[config.mk]
export PLATFORM = sky130hd
export DESIGN_NAME = down_counter_timer
export DESIGN_NICKNAME = d
export VERILOG_FILES = /design/src/rtl/down_counter_timer.sv
export SDC_FILE = /design/constraint.sdc
export NUM_CORES = 1
export LEC_CHECK = 0
export ABC_CLOCK_PERIOD_IN_PS = 1770
export CELL_PAD_IN_SITES_DETAIL_PLACEMENT = 1
export CELL_PAD_IN_SITES_GLOBAL_PLACEMENT = 2
export CORE_ASPECT_RATIO = 0.75
export CORE_MARGIN = 2
export CORE_UTILIZATION = 35
export CTS_CLUSTER_DIAMETER = 50
export DETAILED_ROUTE_END_ITERATION = 6
export DONT_BUFFER_PORTS = 1
export PLACE_DENSITY_LB_ADDON = 0.3
export SLEW_MARGIN = 15
export SYNTH_ARGS = -nofsm -noshare
export SYNTH_HDL_FRONTEND = slang
export SYNTH_SLANG_ARGS = --single-unit
[constraint.sdc]
create_clock -name clk -period 1.77 [get_ports clk]
set_input_delay 0.354 -clock clk [delete_from_list [all_inputs] [get_ports clk]]
set_output_delay 0.354 -clock clk [all_outputs]
set_load 0.05 [all_outputs]
[src/rtl/down_counter_timer.sv]
// down_counter_timer: programmable down-counting timer.
// Loads a value on start, counts down to zero and pulses tc for one cycle on
// expiry. With auto_reload set it reloads the captured value and keeps
// running, acting as a periodic tick generator.
module down_counter_timer #(
    parameter int unsigned WIDTH = 4
) (
    input  logic             clk,
    input  logic             rst,
    input  logic             start,
    input  logic [WIDTH-1:0] load_val,
    input  logic             auto_reload,
    input  logic             pause,
    input  logic             abort,
    output logic [WIDTH-1:0] count,
    output logic             busy,
    output logic             tc
);

    typedef enum logic {
        IDLE = 1'b0,
        RUN  = 1'b1
    } state_t;

    state_t           state;
    logic [WIDTH-1:0] reload_reg;

    // Timer FSM: abort > start > pause > decrement, all outputs registered
    always_ff @(posedge clk or negedge rst) begin
        if (!rst) begin
            state      <= IDLE;
            count      <= '0;
            reload_reg <= '0;
            busy       <= 1'b0;
            tc         <= 1'b0;
        end else begin
            tc <= 1'b0;
            if (abort) begin
                count <= '0;
                state <= IDLE;
                busy  <= 1'b0;
            end else if (start) begin
                count      <= load_val;
                reload_reg <= load_val;
                if (load_val != '0) begin
                    state <= RUN;
                    busy  <= 1'b1;
                end else begin
                    // zero load expires immediately without entering RUN
                    state <= IDLE;
                    busy  <= 1'b0;
                    tc    <= 1'b1;
                end
            end else if (state == RUN && !pause) begin
                if (count == WIDTH'(1)) begin
                    tc <= 1'b1;
                    if (auto_reload) begin
                        count <= reload_reg;
                    end else begin
                        count <= '0;
                        state <= IDLE;
                        busy  <= 1'b0;
                    end
                end else begin
                    count <= count - WIDTH'(1);
                end
            end
        end
    end

endmodule

* Yosys cells after proc, flatten, opt, wreduce, memory -nomap -nowiden
Cells that the tools add are included.
** Storage, ports and cells
- Logic and storage cells :: 31
- Register bits after elaboration :: 10
- Input bits :: 10
- Output and inout bits :: 6
** Operators by class
- Mux-type cells :: 16
- Add/sub/neg operators :: 1
- Reductions and logical operators :: 7
- Bitwise operators :: 1
- Equal/unequal tests :: 2
** Operators with widths (count)
- 2-to-1 mux 4 bit :: 5
- 2-to-1 mux 1 bit :: 11
- nonzero test 3 bit :: 2
- == test 4 x 1 -> 1 bit, second input constant :: 1
- nonzero test 4 bit :: 1
- subtractor 4 x 1 -> 4 bit, second input constant :: 1
- != test 3 x 2 -> 1 bit, second input constant :: 1
- AND reduction 3 bit :: 1
- AND reduction 2 bit :: 1
- logical AND 1 bit :: 1
- zero test 1 bit :: 1
- inverter 1 bit :: 1

* Logic depth before layout (Yosys ltp)
Gate-level depths: netlist (run 1).
- Depth after elaboration :: 5
- Depth in mapped cells :: 5
- Mapped depth without buffers :: 5

* Least setup slack after synthesis (run 1)
OpenSTA, ideal clock, no wires.
- Path kind :: reg2reg
- Start :: register count[1]
- End :: register count[0]
- Slack :: -62 ps
- Arrival :: 1706 ps
- Library setup time :: 126 ps
- Clock period less this slack :: 1832 ps
- Stages on the path, launching flop included :: 6
- Buffers on the path :: 0
- Required time :: 1644 ps
- Cell sequence :: dfrtp_1 inv_1 ha_1 nor3b_2 and4_1 o32a_1
** On the way
- Cells in the longest elaborated chain, start to end :: 5
** Ends and longest elaborated chain
- from (decl) :: RTL line 15 : output logic [WIDTH-1:0] count,
- from (signal assigned) :: RTL line 43 : count <= load_val;
- from (signal assigned) :: RTL line 58 : count <= reload_reg;
- from (signal assigned) :: RTL line 65 : count <= count - WIDTH'(1);
- == test 4 x 1 -> 1 bit :: RTL line 55 : if (count == WIDTH'(1)) begin
- 2-to-1 mux 4 bit :: RTL line 55
- 2-to-1 mux 4 bit :: RTL line 54 : end else if (state == RUN && !pause) begin
- 2-to-1 mux 4 bit :: RTL line 42 : end else if (start) begin
- 2-to-1 mux 4 bit :: RTL line 38 : if (abort) begin
No other way between the ends. The select of a mux whose other input is x is not followed.
A chain may end at the register's enable or synchronous reset.

* Final worst setup path (run 1)
Ends and elaborated chain as after synthesis.

==> results of run 1 <==
==> per-stage QoR <==
step	area, um^2	instances
global placement	666	86
finish	712	91
CTS	712	91
detailed placement	666	86
floorplan	617	61
global route	712	91
==> logic make-up (layout without fill, tap and decap cells) <==
| kind of cell | count (synthesis) | in the layout | synth area share (%) |
|---|---|---|---|
| buffers and inverters | 5 | 13 | 4.47 |
| and+or+nand+nor | 27 | 27 | 26.6 |
| DFF | 10 | 10 | 40.7 |
| AOI/OAI and AO/OA | 14 | 14 | 18.7 |
| muxes | 3 | 3 | 5.49 |
| adders and majority gates | 2 | 2 | 4.06 |
==> power by group through the flow <==
stage	logic [uW]	registers (uW)	clock network, uW
final	175	279	211
after global placement	167	283	0
after detailed placement	169	282	0
after floorplan	84.3	327	0
after CTS	176	279	224
after global routing	189	283	227
==> worst paths after layout <==
kind / startpoint / end / slack [ns]
max: count[1] / count[0] / 0.17
min in group asynchronous: rst / count[2] / 0.49
max in group asynchronous: rst / count[1] / 0.91
min: abort / state / 0.14
max reg2reg: count[1] / count[0] / 0.17
min reg2reg: reload_reg[1] / reload_reg[1] / 0.50
==> area by class of cell <==
type	instances	area (um^2)
well taps	22	27.5
multi-input cells	46	338
fillers	199	980
repair buffers	6	47.5
clock buffers	4	36.3
inverters	3	11.3
flip-flops and latches	10	251
==> cells in the mapped netlist <==
| cell type | count | area, um^2 |
|---|---|---|
| a211o_1 | 1 | 8.76 |
| a21boi_0 | 2 | 15.0 |
| a21oi_1 | 1 | 5.00 |
| a221o_1 | 1 | 10.0 |
| a22oi_1 | 2 | 15.0 |
| a2bb2oi_1 | 1 | 8.76 |
| and4_1 | 2 | 17.5 |
| buf_2 | 1 | 5.00 |
| buf_6 | 1 | 11.3 |
| dfrtp_1 | 10 | 250 |
| ha_1 | 2 | 25.0 |
| inv_1 | 3 | 11.3 |
| mux2_2 | 3 | 33.8 |
| nand2_1 | 4 | 15.0 |
| nand2b_1 | 4 | 25.0 |
| nand3b_1 | 1 | 7.51 |
| nor2_1 | 4 | 15.0 |
| nor2b_1 | 4 | 25.0 |
| nor3_1 | 2 | 10.0 |
| nor3b_1 | 1 | 7.51 |
| nor3b_2 | 1 | 12.5 |
| nor4_1 | 3 | 18.8 |
| o22ai_1 | 1 | 6.26 |
| o311ai_0 | 1 | 8.76 |
| o31a_1 | 1 | 8.76 |
| o32a_1 | 2 | 20.0 |
| o41ai_1 | 1 | 8.76 |
| or4b_1 | 1 | 10.0 |
==> worst reg2reg max path, stage by stage, from the launching register on <==
cell,delay (ns)
dfrtp_2,0.41
inv_1,0.08
ha_1,0.20
nor3b_2,0.37
nor4_1,0.09
o32a_1,0.34
==> metal layers <==
metal	share of wire (%)	up-vias	GRT usage (%)
met5	0	-	0
met1	46	250	23.1
li1	-	248	-
met3	7.3	4	7.09
met4	1.5	0	7.69
met2	45	17	28.7
==> layout by cell type, fill, tap and decap left out, types with 2 or more instances in the layout <==
cell	Yosys	routed
dfrtp_1	10	9
a22oi_1	2	2
inv_1	3	3
nor2b_1	4	4
buf_4	0	5
a21boi_0	2	2
clkbuf_4	0	3
o32a_1	2	2
mux2_2	3	3
ha_1	2	2
nor2_1	4	4
and4_1	2	2
nor3_1	2	2
nand2b_1	4	4
nand2_1	4	4
nor4_1	3	3
==> repair_timing <==
action	4_1_cts	5_1_grt
hold endpoints to repair	10	0
setup buffers	0	0
hold buffers	1	0
==> key figures, run 1 <==
Route
  – Vias per inst: 5.70
  – DRT iter0 DRCs: 9
  – Initial DRT Pass Iterations: 4
  – Vias: 519
  – Wire length per cell: 17.4 um
  – Residual DRC: 0
  – Detail Route Antenna Nets: 0
  – Post-Route WL: 1.58 mm

Power
  – P_sw: 215 uW
  – PwrDens: 933 mW/mm^2
  – Reg power frac: 41.9%
  – Final Power: 664 uW
  – Cell Int Power: 449 uW
  – Clock power share: 31.8%
  – Comb pwr share: 26.3%
  – Peak supply drop: 0.552 mV
  – Sw frac: 32.4%
  – Leakage: 0.000296 uW

Clock network
  – Clock Sinks: 10
  – CTS Buffer Depth: 2
  – Reg clk slew, reported paths: 0.07 ns
  – TritonCTS Buffers: 3
  – # H-tree levels: 1
  – CTS tree: done
  – Post-CTS sizing: 0
  – Skew-Pair Late Insertion Delay: 0.27 ns
  – Clock root buffer: clkbuf_4

Setup path
  – Crit path buffers/inverters: 1
  – Worst EP required: 1.93 ns
  – Worst setup path class: reg2reg
  – Crit path capture type: flop
  – Worst EP arrival: 1.76 ns
  – CP Max Fanout: 6
  – Crit-path cells: inv_1 -> ha_1 -> nor3b_2 -> nor4_1 -> o32a_1
  – CP max-delay cell: dfrtp_2
  – Critical Path Source Type: flop
  – CP max stage delay: 0.41 ns
  – Cells on worst reg2reg path: 5
  – Delay-heaviest family, CP: simple AND/OR/NAND/NOR gates
  – Levels on crit path: 5

Floorplan
  – Starting density of the core: 36.4%
  – Die area: 0.00211 mm^2
  – Core area: 0.00169 mm^2
  – DIE HEIGHT: 40.3 um
  – Die Wd: 52.4 um
  – I/O pin cnt: 16
  – Row count: 13

Synthesis
  – Synthesized Nets: 73
  – Mapped Cells: 61
  – Post-Syn Area: 616 um^2
  – Post-synthesis sequential area ratio: 40.7%
  – Synth Area per Inst: 10.1 um^2
  – Cell variety after synth: 28
  – Flops & latches, synth: 10
  – Yosys warnings: 0

Run status
  – Run status: finished, final reports clean

Global route
  – First-pass GRT wire length: 2.59 mm
  – Congestion Overflow GR: 0
  – Largest net degree at the start of global routing: 15
  – Gr usage total: 18.4%
  – Number of global-route vias before repair: 541
  – Initial antenna violation count: 0

STA
  – Final setup margin: 0.166 ns
  – Tmin final: 1.60 ns
  – Slew margin rel.: 65.6%
  – RSZ-0062 raised after global routing: false
  – Final-layout worst hold slack: 0.137 ns
  – Clock Skew: 0.00437 ns
  – FMAX: 623 MHz
  – Final setup vio count: 0
  – Setup_tns: 0 ns
  – Fin crit share: 90.6%
  – Tightest Pin Transition: 0.515 ns
  – Final Hold Violating Endpoints: 0
  – Max-slew violations: 0

Flow run
  – Max-cap violations: 0

Placed design
  – Hpwl dp: 1.21 mm
  – GP Congestion: 0.765
  – Port buffer count: 0
  – Dpl ws: 0.196 ns

Cells and area
  – Post-layout net count: 82
  – ANT cells: 0
  – Final core occ: 42.1%
  – Layout cells sized above 1: 20.3%
  – Area grow syn2layout: 15.7%

Worst hold path
  – HP Class: in2reg
  – Hold Path Cell Cnt: 1
No activity file was read; power rests on OpenSTA's default activity.
==> run 2, diff against run 1 <==
--- a/config.mk
+++ b/config.mk
@@ -5,7 +5,6 @@
 export SDC_FILE = /design/constraint.sdc
 export NUM_CORES = 1
 export LEC_CHECK = 0
-export ABC_CLOCK_PERIOD_IN_PS = 1770
 export CELL_PAD_IN_SITES_DETAIL_PLACEMENT = 1
 export CELL_PAD_IN_SITES_GLOBAL_PLACEMENT = 2
 export CORE_ASPECT_RATIO = 0.75
@@ -14,7 +13,7 @@
 export CTS_CLUSTER_DIAMETER = 50
 export DETAILED_ROUTE_END_ITERATION = 6
 export DONT_BUFFER_PORTS = 1
-export PLACE_DENSITY_LB_ADDON = 0.3
+export PLACE_DENSITY_LB_ADDON = 0.1
 export SLEW_MARGIN = 15
 export SYNTH_ARGS = -nofsm -noshare
 export SYNTH_HDL_FRONTEND = slang
==> run 2 against run 1 <==
  * Sequential share of layout area grew 0.50 points
  * Core utilization shrank 0.59 points
  * Die area is the same
  * First-iteration DRC count shrank 22%
  * Setup slack gained 0.039 ns
  * Largest power group unchanged
==> key figures, run 2 (synthesized netlist as in run 1, its figures left out) <==
Power
  – PwrDens: 893 mW/mm^2 (was 933 mW/mm^2)
  – Comb pwr share: 27.3% (was 26.3%)
  – Reg power frac: 44.6% (was 41.9%)
  – Cell Int Power: 411 uW (was 449 uW)
  – Final Power: 627 uW (was 664 uW)
  – Peak supply drop: 0.405 mV (was 0.552 mV)
  – P_sw: 216 uW (was 215 uW)
  – Clock power share: 28.1% (was 31.8%)
  – Leakage: 0.000290 uW (was 0.000296 uW)
  – Sw frac: 34.5% (was 32.4%)

Route
  – Wire length per cell: 17.4 um (about the same)
  – Residual DRC: 0 (unchanged)
  – Post-Route WL: 1.58 mm (about the same)
  – Detail Route Antenna Nets: 0 (unchanged)
  – Vias per inst: 5.85 (was 5.70)
  – Initial DRT Pass Iterations: 3 (was 4)
  – DRT iter0 DRCs: 7 (was 9)
  – Vias: 532 (was 519)

Flow run
  – Max-cap violations: 0 (unchanged)

STA
  – Slew margin rel.: 66.8% (was 65.6%)
  – Setup_tns: 0 ns (unchanged)
  – Fin crit share: 88.5% (was 90.6%)
  – Tmin final: 1.57 ns (was 1.60 ns)
  – Final Hold Violating Endpoints: 0 (unchanged)
  – FMAX: 639 MHz (was 623 MHz)
  – Tightest Pin Transition: 0.497 ns (was 0.515 ns)
  – Clock Skew: 0.00214 ns (was 0.00437 ns)
  – Final setup margin: 0.204 ns (was 0.166 ns)
  – RSZ-0062 raised after global routing: false (unchanged)
  – Max-slew violations: 0 (unchanged)
  – Final setup vio count: 0 (unchanged)

Setup path
  – Worst EP arrival: 1.72 ns (was 1.76 ns)
  – CP max stage delay: 0.40 ns (was 0.41 ns)
  – Worst setup path class: reg2reg (unchanged)
  – R2r startpoint: count[1] (unchanged)
  – Critical Path Source Type: flop (unchanged)
  – Crit path launch: count[1] (unchanged)
  – Worst EP required: 1.93 ns (about the same)
  – Delay-heaviest family, CP: simple AND/OR/NAND/NOR gates (unchanged)
  – CP max-delay cell: dfrtp_2 (unchanged)
  – Crit path capture type: flop (unchanged)
  – CP Max Fanout: 6 (unchanged)
  – Crit-path cells: inv_1 -> ha_1 -> nor3b_2 -> nor4_1 -> o32a_1 (unchanged)
  – Crit path buffers/inverters: 1 (unchanged)

Global route
  – Gr usage total: 17.4% (was 18.4%)
  – Congestion Overflow GR: 0 (unchanged)
  – Number of global-route vias before repair: 534 (was 541)
  – First-pass GRT wire length: 2.48 mm (was 2.59 mm)
  – Initial antenna violation count: 0 (unchanged)
  – Largest net degree at the start of global routing: 15 (unchanged)

Clock network
  – TritonCTS Buffers: 3 (unchanged)
  – CTS tree: done (unchanged)
  – Reg clk slew, reported paths: 0.07 ns (about the same)
  – Skew-Pair Late Insertion Delay: 0.27 ns (about the same)
  – # H-tree levels: 1 (unchanged)
  – Clock root buffer: clkbuf_4 (unchanged)
  – Post-CTS sizing: 0 (unchanged)
  – CTS Buffer Depth: 2 (unchanged)
  – Clock Sinks: 10 (unchanged)

Cells and area
  – Final core occ: 41.5% (was 42.1%)
  – Commonest non-fill, non-tap cells in the layout: dfrtp_1, buf_4 (unchanged)
  – Area grow syn2layout: 14.0% (was 15.7%)
  – ANT cells: 0 (unchanged)
  – FILL cells: 206 (was 199)
  – Most common cell after layout, fill and taps aside: dfrtp_1 (unchanged)
  – Post-layout net count: 82 (unchanged)
  – Layout cells sized above 1: 18.8% (was 20.3%)

Worst hold path
  – Hold path start: abort (unchanged)
  – HP Class: in2reg (unchanged)

Placed design
  – Dpl ws: 0.208 ns (was 0.196 ns)
  – Port buffer count: 0 (unchanged)
  – Hpwl dp: 1.19 mm (was 1.21 mm)
  – GP Congestion: 0.755 (was 0.765)

Floorplan
  – Starting density of the core: 36.4% (unchanged)
  – Row count: 13 (unchanged)
  – Core area: 0.00169 mm^2 (unchanged)
  – I/O pin cnt: 16 (unchanged)
  – Die Wd: 52.4 um (unchanged)
  – Die area: 0.00211 mm^2 (unchanged)
  – DIE HEIGHT: 40.3 um (unchanged)

Run status
  – Run status: finished, final reports clean (unchanged)
[run 2: cell counts in the layout (fill, tap and decap cells not counted)]
No cell type changed its count.
[run 2: timing repair]
item	in CTS	in global routing
hold buffers	1	0
setup buffers	0	0
endpoints found under the hold margin	10	0
setup endpoints to repair	0	0
[run 2: power by group through the flow]
stage / Sequential [uW] / Combinational (uW) / Clock, uW
floorplan: 327 / 84.3 / 0
global placement: 284 / 167 / 0
detailed placement: 284 / 166 / 0
CTS: 280 / 173 / 181
global route: 283 / 187 / 192
finish: 280 / 171 / 176
[run 2: path summary, 6_finish.rpt]
check / end / slack [ns] / cells past startpoint
setup / recovery: count[1] / 0.20 / 5
hold / removal: tc / 0.14 / 1
setup reg to reg: count[1] / 0.20 / 5
hold reg to reg: reload_reg[2] / 0.49 / 2
max in group asynchronous: count[1] / 0.93 / 1
min in group asynchronous: count[2] / 0.48 / 1
[run 2: stage by stage]
step                cells  hold slack [ns]  area [um^2]
floorplan              61           0.0584          617
global route           91            0.127          702
detailed placement     86           0.0586          666
CTS                    91            0.132          702
finish                 91            0.135          702
global placement       86           0.0586          666
[run 2: layout make-up]
class	count	area (um^2)	area share (%)
multi-input cells	46	338	48.1
flip-flops and latches	10	251	35.8
well taps	22	27.5	3.92
clock buffers	4	26.3	3.74
inverters	3	11.3	1.60
repair buffers	6	47.5	6.77
[run 2: routing by layer]
| metal | wire [um] | track usage, % | vias to the layer above |
|---|---|---|---|
| met1 | 793 | 22.8 | 265 |
| met5 | 0 | 0 | - |
| li1 | - | - | 252 |
| met2 | 670 | 26.3 | 15 |
| met4 | 0 | 1.92 | 0 |
| met3 | 119 | 9.33 | 0 |
==> run 3, diff against run 2 <==
--- a/config.mk
+++ b/config.mk
@@ -5,6 +5,7 @@
 export SDC_FILE = /design/constraint.sdc
 export NUM_CORES = 1
 export LEC_CHECK = 0
+export ABC_CLOCK_PERIOD_IN_PS = 1770
 export CELL_PAD_IN_SITES_DETAIL_PLACEMENT = 1
 export CELL_PAD_IN_SITES_GLOBAL_PLACEMENT = 2
 export CORE_ASPECT_RATIO = 0.75
==> results of run 3 <==
Final layout, timing and power as in run 2 (identical DEF).
